`src/rtl/multi_blink.sv`:
```
// Multi-channel LED blinker: each channel runs OFF/ON/BLINK/ONESHOT with its own
// programmable phase lengths. Define MULTI_BLINK_STAGGER_EN to stagger channel counters at reset.
module multi_blink #(
  parameter int CHANNELS = 4,
  parameter int CNT_W    = 27,
  parameter int DEF_OFF  = 25000000,
  parameter int DEF_ON   = 50000000
) (
  input  logic                clk,
  input  logic                rst_n,
  input  logic                enable,
  input  logic                cfg_valid,
  output logic                cfg_ready,
  input  logic [3:0]          cfg_ch,
  input  logic [1:0]          cfg_mode,
  input  logic [CNT_W-1:0]    cfg_off,
  input  logic [CNT_W-1:0]    cfg_on,
  output logic                cfg_err,
  output logic [CHANNELS-1:0] led,
  output logic [CHANNELS-1:0] cycle_done
);

  typedef enum logic [1:0] {
    MODE_OFF     = 2'b00,
    MODE_ON      = 2'b01,
    MODE_BLINK   = 2'b10,
    MODE_ONESHOT = 2'b11
  } mode_t;

  typedef enum logic {
    OFF_PH = 1'b0,
    ON_PH  = 1'b1
  } phase_t;

  localparam logic [CNT_W-1:0] ZERO      = {CNT_W{1'b0}};
  localparam logic [CNT_W-1:0] ONE       = CNT_W'(1);
  localparam logic [CNT_W-1:0] DEF_OFF_L = CNT_W'(DEF_OFF);
  localparam logic [CNT_W-1:0] DEF_ON_L  = CNT_W'(DEF_ON);
  localparam logic [4:0]       CH_LIM    = 5'(CHANNELS);

  logic r_ready;
  logic r_err;
  logic w_fire;
  logic w_bad_ch;

  assign w_fire    = cfg_valid & r_ready;
  assign w_bad_ch  = ({1'b0, cfg_ch} >= CH_LIM);
  assign cfg_ready = r_ready;
  assign cfg_err   = r_err;

  // Ready rises on the first edge after reset release; error pulses on out-of-range targets.
  always_ff @(posedge clk or negedge rst_n) begin
    if (!rst_n) begin
      r_ready <= 1'b0;
      r_err   <= 1'b0;
    end else begin
      r_ready <= 1'b1;
      r_err   <= w_fire & w_bad_ch;
    end
  end

  for (genvar gi = 0; gi < CHANNELS; gi++) begin : g_ch
`ifdef MULTI_BLINK_STAGGER_EN
    localparam logic [CNT_W-1:0] CNT_INIT = CNT_W'((gi * DEF_OFF) / CHANNELS);
`else
    localparam logic [CNT_W-1:0] CNT_INIT = {CNT_W{1'b0}};
`endif

    mode_t            r_mode;
    phase_t           r_phase;
    logic [CNT_W-1:0] r_off;
    logic [CNT_W-1:0] r_on;
    logic [CNT_W-1:0] r_cnt;
    logic             r_led;
    logic             r_done;
    logic             w_load;
    logic [CNT_W-1:0] w_off_last;
    logic [CNT_W-1:0] w_on_last;

    // A programmed length of 0 behaves as 1 cycle.
    assign w_load     = w_fire & (cfg_ch == 4'(gi));
    assign w_off_last = (r_off == ZERO) ? ZERO : (r_off - ONE);
    assign w_on_last  = (r_on == ZERO) ? ZERO : (r_on - ONE);

    assign led[gi]        = r_led;
    assign cycle_done[gi] = r_done;

    // Per-channel sequencer: config load takes priority over any terminal count.
    always_ff @(posedge clk or negedge rst_n) begin
      if (!rst_n) begin
        r_mode  <= MODE_BLINK;
        r_phase <= OFF_PH;
        r_off   <= DEF_OFF_L;
        r_on    <= DEF_ON_L;
        r_cnt   <= CNT_INIT;
        r_led   <= 1'b0;
        r_done  <= 1'b0;
      end else if (w_load) begin
        r_mode  <= mode_t'(cfg_mode);
        r_phase <= OFF_PH;
        r_off   <= cfg_off;
        r_on    <= cfg_on;
        r_cnt   <= ZERO;
        r_led   <= (cfg_mode == 2'b01);
        r_done  <= 1'b0;
      end else if (!enable) begin
        r_done  <= 1'b0;
      end else begin
        r_done <= 1'b0;
        case (r_mode)
          MODE_OFF: begin
            r_led <= 1'b0;
            r_cnt <= ZERO;
          end
          MODE_ON: begin
            r_led <= 1'b1;
            r_cnt <= ZERO;
          end
          default: begin
            if (r_phase == OFF_PH) begin
              if (r_cnt == w_off_last) begin
                r_phase <= ON_PH;
                r_cnt   <= ZERO;
                r_led   <= 1'b1;
              end else begin
                r_cnt <= r_cnt + ONE;
              end
            end else begin
              if (r_cnt == w_on_last) begin
                r_phase <= OFF_PH;
                r_cnt   <= ZERO;
                r_led   <= 1'b0;
                r_done  <= 1'b1;
                if (r_mode == MODE_ONESHOT) begin
                  r_mode <= MODE_OFF;
                end else begin
                  r_mode <= r_mode;
                end
              end else begin
                r_cnt <= r_cnt + ONE;
              end
            end
          end
        endcase
      end
    end
  end

endmodule

```
`config.mk`:
```
export PLATFORM = sky130hd
export DESIGN_NAME = multi_blink
export DESIGN_NICKNAME = d
export VERILOG_FILES = /design/src/rtl/multi_blink.sv
export SDC_FILE = /design/constraint.sdc
export NUM_CORES = 1
export LEC_CHECK = 0
export ABC_AREA = 1
export CORE_ASPECT_RATIO = 0.6
export CORE_MARGIN = 4
export CORE_UTILIZATION = 60
export CTS_CLUSTER_DIAMETER = 80
export DETAILED_ROUTE_END_ITERATION = 8
export PLACE_DENSITY = 0.75
export SLEW_MARGIN = 20
export SYNTH_ARGS = -nofsm -noshare
export SYNTH_HDL_FRONTEND = slang
export SYNTH_SLANG_ARGS = --single-unit
```
`constraint.sdc`:
```
create_clock -name clk -period 5.42 [get_ports clk]
set_input_delay 0.542 -clock clk [delete_from_list [all_inputs] [get_ports clk]]
set_output_delay 0.542 -clock clk [all_outputs]
set_load 0.01 [all_outputs]
```
==> results of run 1 <==
## flip-flops by register name, indices dropped and copies added (netlist names)
name	flops
g_ch.r_cnt	108
g_ch.r_on	108
g_ch.r_done	4
g_ch.r_led	4
g_ch.r_phase	4
g_ch.r_mode	8
g_ch.r_off	108
cfg_ready	1
cfg_err	1
## cells in the mapped netlist (all sizes together)
cell    number
a21o         3
nor3b        4
clkinv       3
dfstp      100
nand2     1495
nor2       583
o21a         1
a21oi       16
buf         56
o21bai      16
nor4        18
nand3      462
conb         1
a31oi        5
nor3        60
nand3b      41
or2          3
o21ai      320
o211ai       5
inv        509
dfrtp      246
o22a         1
o22ai        2
ha          12
o31ai        1
xnor2        6
xor2       132
or3          2
and3         4
nand4      191
clkbuf      81
and2         5
## cells by family (layout without fill, tap and decap cells)
group,after synthesis,count (layout),synth area share
AOI/OAI and AO/OA,370,370,0.0736
and+or+nand+nor,2868,2868,0.457
adders and majority gates,12,12,0.00551
buffers and inverters,649,671,0.0971
DFF,346,346,0.322
other,1,2,0.000138
xor gates and xnor gates,138,138,0.0443
## area by class of cell
class                           count  share of cell area
Sequential cell                   346               0.297
Inverter                          512              0.0650
Clock inverter                     21              0.0114
Timing Repair Buffer               93              0.0308
Multi-Input combinational cell   3389               0.536
Antenna cell                        1           0.0000845
Clock buffer                       45              0.0351
Tap cell                          589              0.0249
## worst max-delay path, stage by stage (launching register included)
cell and delay [ps]:
dfrtp_1 380, inv_1 190, ha_1 240, nand3_2 130, nor2_2 270, nand2_1 130, inv_2 90, nand2_2 460
nand3_1 330, nor2_1 70, nor2_1 160, nand2_1 80, nor2_1 210, nand3_1 200, nand2_1 110, nand2_2 70
nand2_4 300, o21ai_0 140
## metal layers
layer / wire length [µm] / GRT usage / vias to the layer above
met1: 44600 / 0.623 / 13500
met5: 62 / 0.00962 / -
met4: 3910 / 0.126 / 2
met3: 14900 / 0.123 / 242
met2: 36200 / 0.502 / 1848
li1: - / - / 14000
## worst paths after layout
path                       slack [ps]  cells after the start               from                end
hold / removal                    470                      2  g_ch[0].r_mode[1]  g_ch[0].r_mode[1]
setup / recovery                 1710                     17    g_ch[2].r_on[0]   g_ch[2].r_cnt[6]
max in group asynchronous        3730                      3              rst_n    g_ch[3].r_on[1]
setup reg to reg                 1710                     17    g_ch[2].r_on[0]   g_ch[2].r_cnt[6]
min in group asynchronous         500                      2              rst_n  g_ch[0].r_cnt[15]
hold reg to reg                   470                      2  g_ch[0].r_mode[1]  g_ch[0].r_mode[1]
## report_power, final
group | leakage, nW | total, W | internal, W | switching, W
clock network | 0.676 | 0.00295 | 0.00176 | 0.00119
logic | 9.70 | 0.00350 | 0.00113 | 0.00237
registers | 4.26 | 0.00362 | 0.00308 | 0.000538
## through the flow
step | instance area [µm²] | hold slack (ps)
detailed placement | 28200 | 464
global route | 29600 | 499
floorplan | 27300 | 246
global placement | 28200 | 463
CTS | 29600 | 479
finish | 29600 | 474
## timing repair
action,in CTS,in global routing
resized for setup,0,0
hold buffers,1,0
endpoints found under the hold margin,30,0
==> out/results.ini, run 1 <==
[outcome]
status = finished clean

[drt]
via_count = 29600
drtPass1Iterations = 7
routed_wl_um = 99700
drc = 0
avgRoutedWirePerCell_um = 20.0
via_per_inst = 5.92
ant_nets = 0
drt-initial-drc-count = 4370

[final_layout]
final_core_util = 0.660
filler_cell_count = 4174
layout.cells.non_filler = 4996
drive_above_1_share = 0.0660
final_cell_mix = 1,472 x nand2_1, 556 x nor2_1, 502 x inv_1
seq_area_mm2 = 0.00878
nNetsFinal = 4454
areaGrowthSynthToFinish_pct = 8.58
mostFrequentLayoutCell = nand2_1
multi_input_area_mm2 = 0.0159

[sta]
period_minus_slack_ps = 3710
final.setup.tns_ps = 0
slew_viol_final = 0
finalHoldViolCount = 0
worst_slack_ps = 1710
slew_headroom = 0.394
timing.fmax_ghz = 0.270
max_slew.worst_pin.slew_ps = 905
setup_viol = 0
final.period_utilization = 0.684
finClkSkew_ps = 28.5
rsz0062_at_grt = no

[clock_network]
htreeDepth = 2
cts_root_buf = clkbuf_16
clkSinkCount = 346
post_cts_buffers = 0
clkTransAtPathRegs_ps = 70
ctsLongestPathBuffers = 3
cts_buffers = 36
cts_tree = yes
clk_latency_ps = 570

[placement]
io_buffer_count = 73
dp_slack_ps = 1770
placed_cells = 4928
place.gp.congestion = 1.04
place_hpwl_um = 77800

[synth]
yosysTopAreaCellShare = 0.226
syn_inst = 4384
synth_nets = 4460
yosys_warnings = 0
synth.cell_area_mm2 = 0.0273
synth_top_cell_by_area = dfrtp_1
ys_top_cells_by_area = dfrtp_1 23%, nand2_1 20%, dfstp_2 9.6%, nand3_1 8.1%, nor2_1 7.7%
ys_seq_elements = 346
seq_area_frac_synth = 0.322
syn_avg_cell_area_um2 = 6.22
yosys.cell_types.count = 51

[floorplan]
die_x_um = 283
start_util = 0.607
die_area_mm2 = 0.0490
coreArea_mm2 = 0.0449
io_pins = 74
rows = 60
die_h_um = 173

[worst_setup_path]
critPathArrivalTime_ps = 4130
end_kind = register
critPathMaxFanout = 50
critPathKind = register to register
cp-start-kind = register
worst_ep_required_time_ps = 5840

[global_route]
antenna_found_initial = 3
grt_first_pass_wirelength_um = 153000
grt_usage = 0.396
grt_max_degree = 155
grt_pass1_vias = 25800
grt_overflow = 0

[pwr]
total_power_w = 0.0101
p_leak_nw = 14.6
power_density_mw_per_mm2 = 340
vdd_drop_max_uv = 234

[flow_run]
maxCapViolCount = 0

[worst_hold_path]
hold_class = register to register

No activity file was read; power rests on OpenSTA's default activity.
==> run 2: changes to the inputs <==
- CORE_UTILIZATION: 60 -> 58
- PLACE_DENSITY: 0.75 -> 0.76
- clock period: 5.42 -> 3.3 ns (I/O delays scaled with it)
==> out/results.ini, run 2 (synthesis results as in run 1) <==
[sta]
max_slew.worst_pin.slew_ps = 1080
final.period_utilization = 0.932
finalHoldViolCount = 0
slew_headroom = 0.281
slew_viol_final = 0
timing.fmax_ghz = 0.325
finClkSkew_ps = 33.6
period_minus_slack_ps = 3080
setup_viol = 0

[clock_network]
cts_root_buf = clkbuf_16
htreeDepth = 2
ctsLongestPathBuffers = 3
cts_buffers = 35
clkTransAtPathRegs_ps = 70
cts_tree = yes
clk_latency_ps = 570
clkSinkCount = 346

[global_route]
grt_pass1_vias = 25800
grt_max_degree = 116
antenna_found_initial = 6
grt_usage = 0.401
grt_overflow = 0
grt_first_pass_wirelength_um = 157000

[drt]
drc = 0
via_per_inst = 5.93
drtPass1Iterations = 7
routed_wl_um = 104000
avgRoutedWirePerCell_um = 20.5
ant_nets = 0
drt-initial-drc-count = 4523
via_count = 30000

[final_layout]
multi_input_area_mm2 = 0.0160
areaGrowthSynthToFinish_pct = 9.88
drive_above_1_share = 0.0726
final_core_util = 0.646
final_cell_mix = 1,470 x nand2_1, 554 x nor2_1, 502 x inv_1
reg.largest.list = g_ch.r_cnt x108, g_ch.r_off x108, g_ch.r_on x108
seq_area_mm2 = 0.00878
layout.cells.non_filler = 5068
nNetsFinal = 4487
filler_cell_count = 4467
mostFrequentLayoutCell = nand2_1
fin_area_mm2 = 0.0300

[worst_setup_path]
slowest_delay_ps = 370
cp_common_cell = nand2_1
cp-start-kind = register
cp_num_buf_inv = 3
path_cells = inv_1 -> ha_1 -> nand2_2 -> nor2_4 -> nand2_2 -> inv_2 -> nand2_1 -> buf_12 -> nand2_1 -> nand2_1 -> nand2_1 -> nand3_1 -> nor2_1 -> nand3_1 -> nor2_1 -> nand3_1 -> nand2_1 -> nand2_8 -> nand3b_1 -> nand2_1
critPathKind = register to register
cp_slowest_cell = dfrtp_1
critPathArrivalTime_ps = 3510
worst_ep_required_time_ps = 3740
cp_top_family = simple AND/OR/NAND/NOR gates
end_kind = register
critPathMaxFanout = 37

[placement]
place_area_mm2 = 0.0286
placed_cells = 5000
io_buffer_count = 73
place.gp.congestion = 1.08
place_hpwl_um = 81200

[flow_run]
maxCapViolCount = 0

[floorplan]
start_util = 0.588
die_x_um = 288
coreArea_mm2 = 0.0464
rows = 61
die_h_um = 176
die_area_mm2 = 0.0507
io_pins = 74

[pwr]
power_density_mw_per_mm2 = 540
vdd_drop_max_uv = 369
p_leak_nw = 14.8

[outcome]
status = finished clean

[worst_hold_path]
hold_class = input port to asynchronous set/reset pin

-- run 2: cell types whose count changed in the layout (fill, tap and decap cells not counted), moves of 2 or more --
| cell | change |
|---|---|
| buf_4 | +20 |
| nand2_1 | -2 |
| nor2_4 | +2 |
| clkinv_4 | -2 |
| nor2_1 | -2 |
| bufinv_16 | -3 |
| clkbuf_1 | +5 |
| clkbuf_16 | -5 |
| clkbuf_8 | +5 |
| nand2_8 | +5 |
| clkinv_2 | -3 |
| buf_12 | +11 |
-- run 2: what timing repair did --
item / 4_1_cts / 5_1_grt
gates resized for setup: 0 / 17
hold buffers: 1 / 0
endpoints found under the hold margin: 50 / 0
buffers inserted: 0 / 0
setup endpoints to repair: 0 / 83
-- run 2: final cells by class --
class	instances	share of cell area
Multi-Input combinational cell	3392	0.533
Sequential cell	346	0.293
Inverter	512	0.0644
Timing Repair Buffer	124	0.0428
Clock buffer	50	0.0334
Tap cell	630	0.0263
Clock inverter	12	0.00651
Antenna cell	2	0.000167
-- run 2: metrics by stage --
stage	total power [W]	hold WS (ps)	TNS [ps]	setup WS (ps)
after detailed placement	0.0115	363	0	115
after CTS	0.0159	393	0	87.2
after global routing	0.0171	421	-69.4	-14.2
final	0.0162	383	0	223
after floorplan	0.00968	34.4	0	779
after global placement	0.0115	343	0	104
-- run 2: path summary, 6_finish.rpt --
check	to	slack (ps)	cells past startpoint	startpoint
setup / recovery	g_ch[0].r_cnt[11]	220	20	g_ch[0].r_off[0]
hold / removal	g_ch[0].r_cnt[21]	380	2	rst_n
setup reg to reg	g_ch[0].r_cnt[11]	220	20	g_ch[0].r_off[0]
hold reg to reg	g_ch[3].r_mode[1]	480	2	g_ch[3].r_mode[1]
max in group asynchronous	g_ch[3].r_on[13]	1990	3	rst_n
min in group clk	g_ch[0].r_off[18]	430	3	cfg_off[18]
-- run 2: routing by layer --
| layer | GRT usage | part of all wire |
|---|---|---|
| met1 | 0.642 | 0.45 |
| met2 | 0.501 | 0.36 |
| met3 | 0.136 | 0.16 |
| met4 | 0.103 | 0.032 |
| met5 | 0 | 0.00068 |
-- run 2: report_power, final --
group	total, W	switching, W	internal (W)
Combinational	0.00587	0.00396	0.00190
Clock	0.00435	0.00184	0.00251
Sequential	0.00597	0.000911	0.00506
Total	0.0162	0.00671	0.00948
-- run 2: worst register-to-register path, cell delays in order (launching register included) --
cell      delay (ps)
dfrtp_1          370
inv_1            120
ha_1             270
nand2_2          120
nor2_4           190
nand2_2          120
inv_2             70
nand2_1          110
buf_12           200
nand2_1           90
nand2_1           50
nand2_1           50
nand3_1           60
nor2_1           190
nand3_1           90
nor2_1           140
nand3_1          130
nand2_1          210
nand2_8          190
nand3b_1         130
nand2_1           60
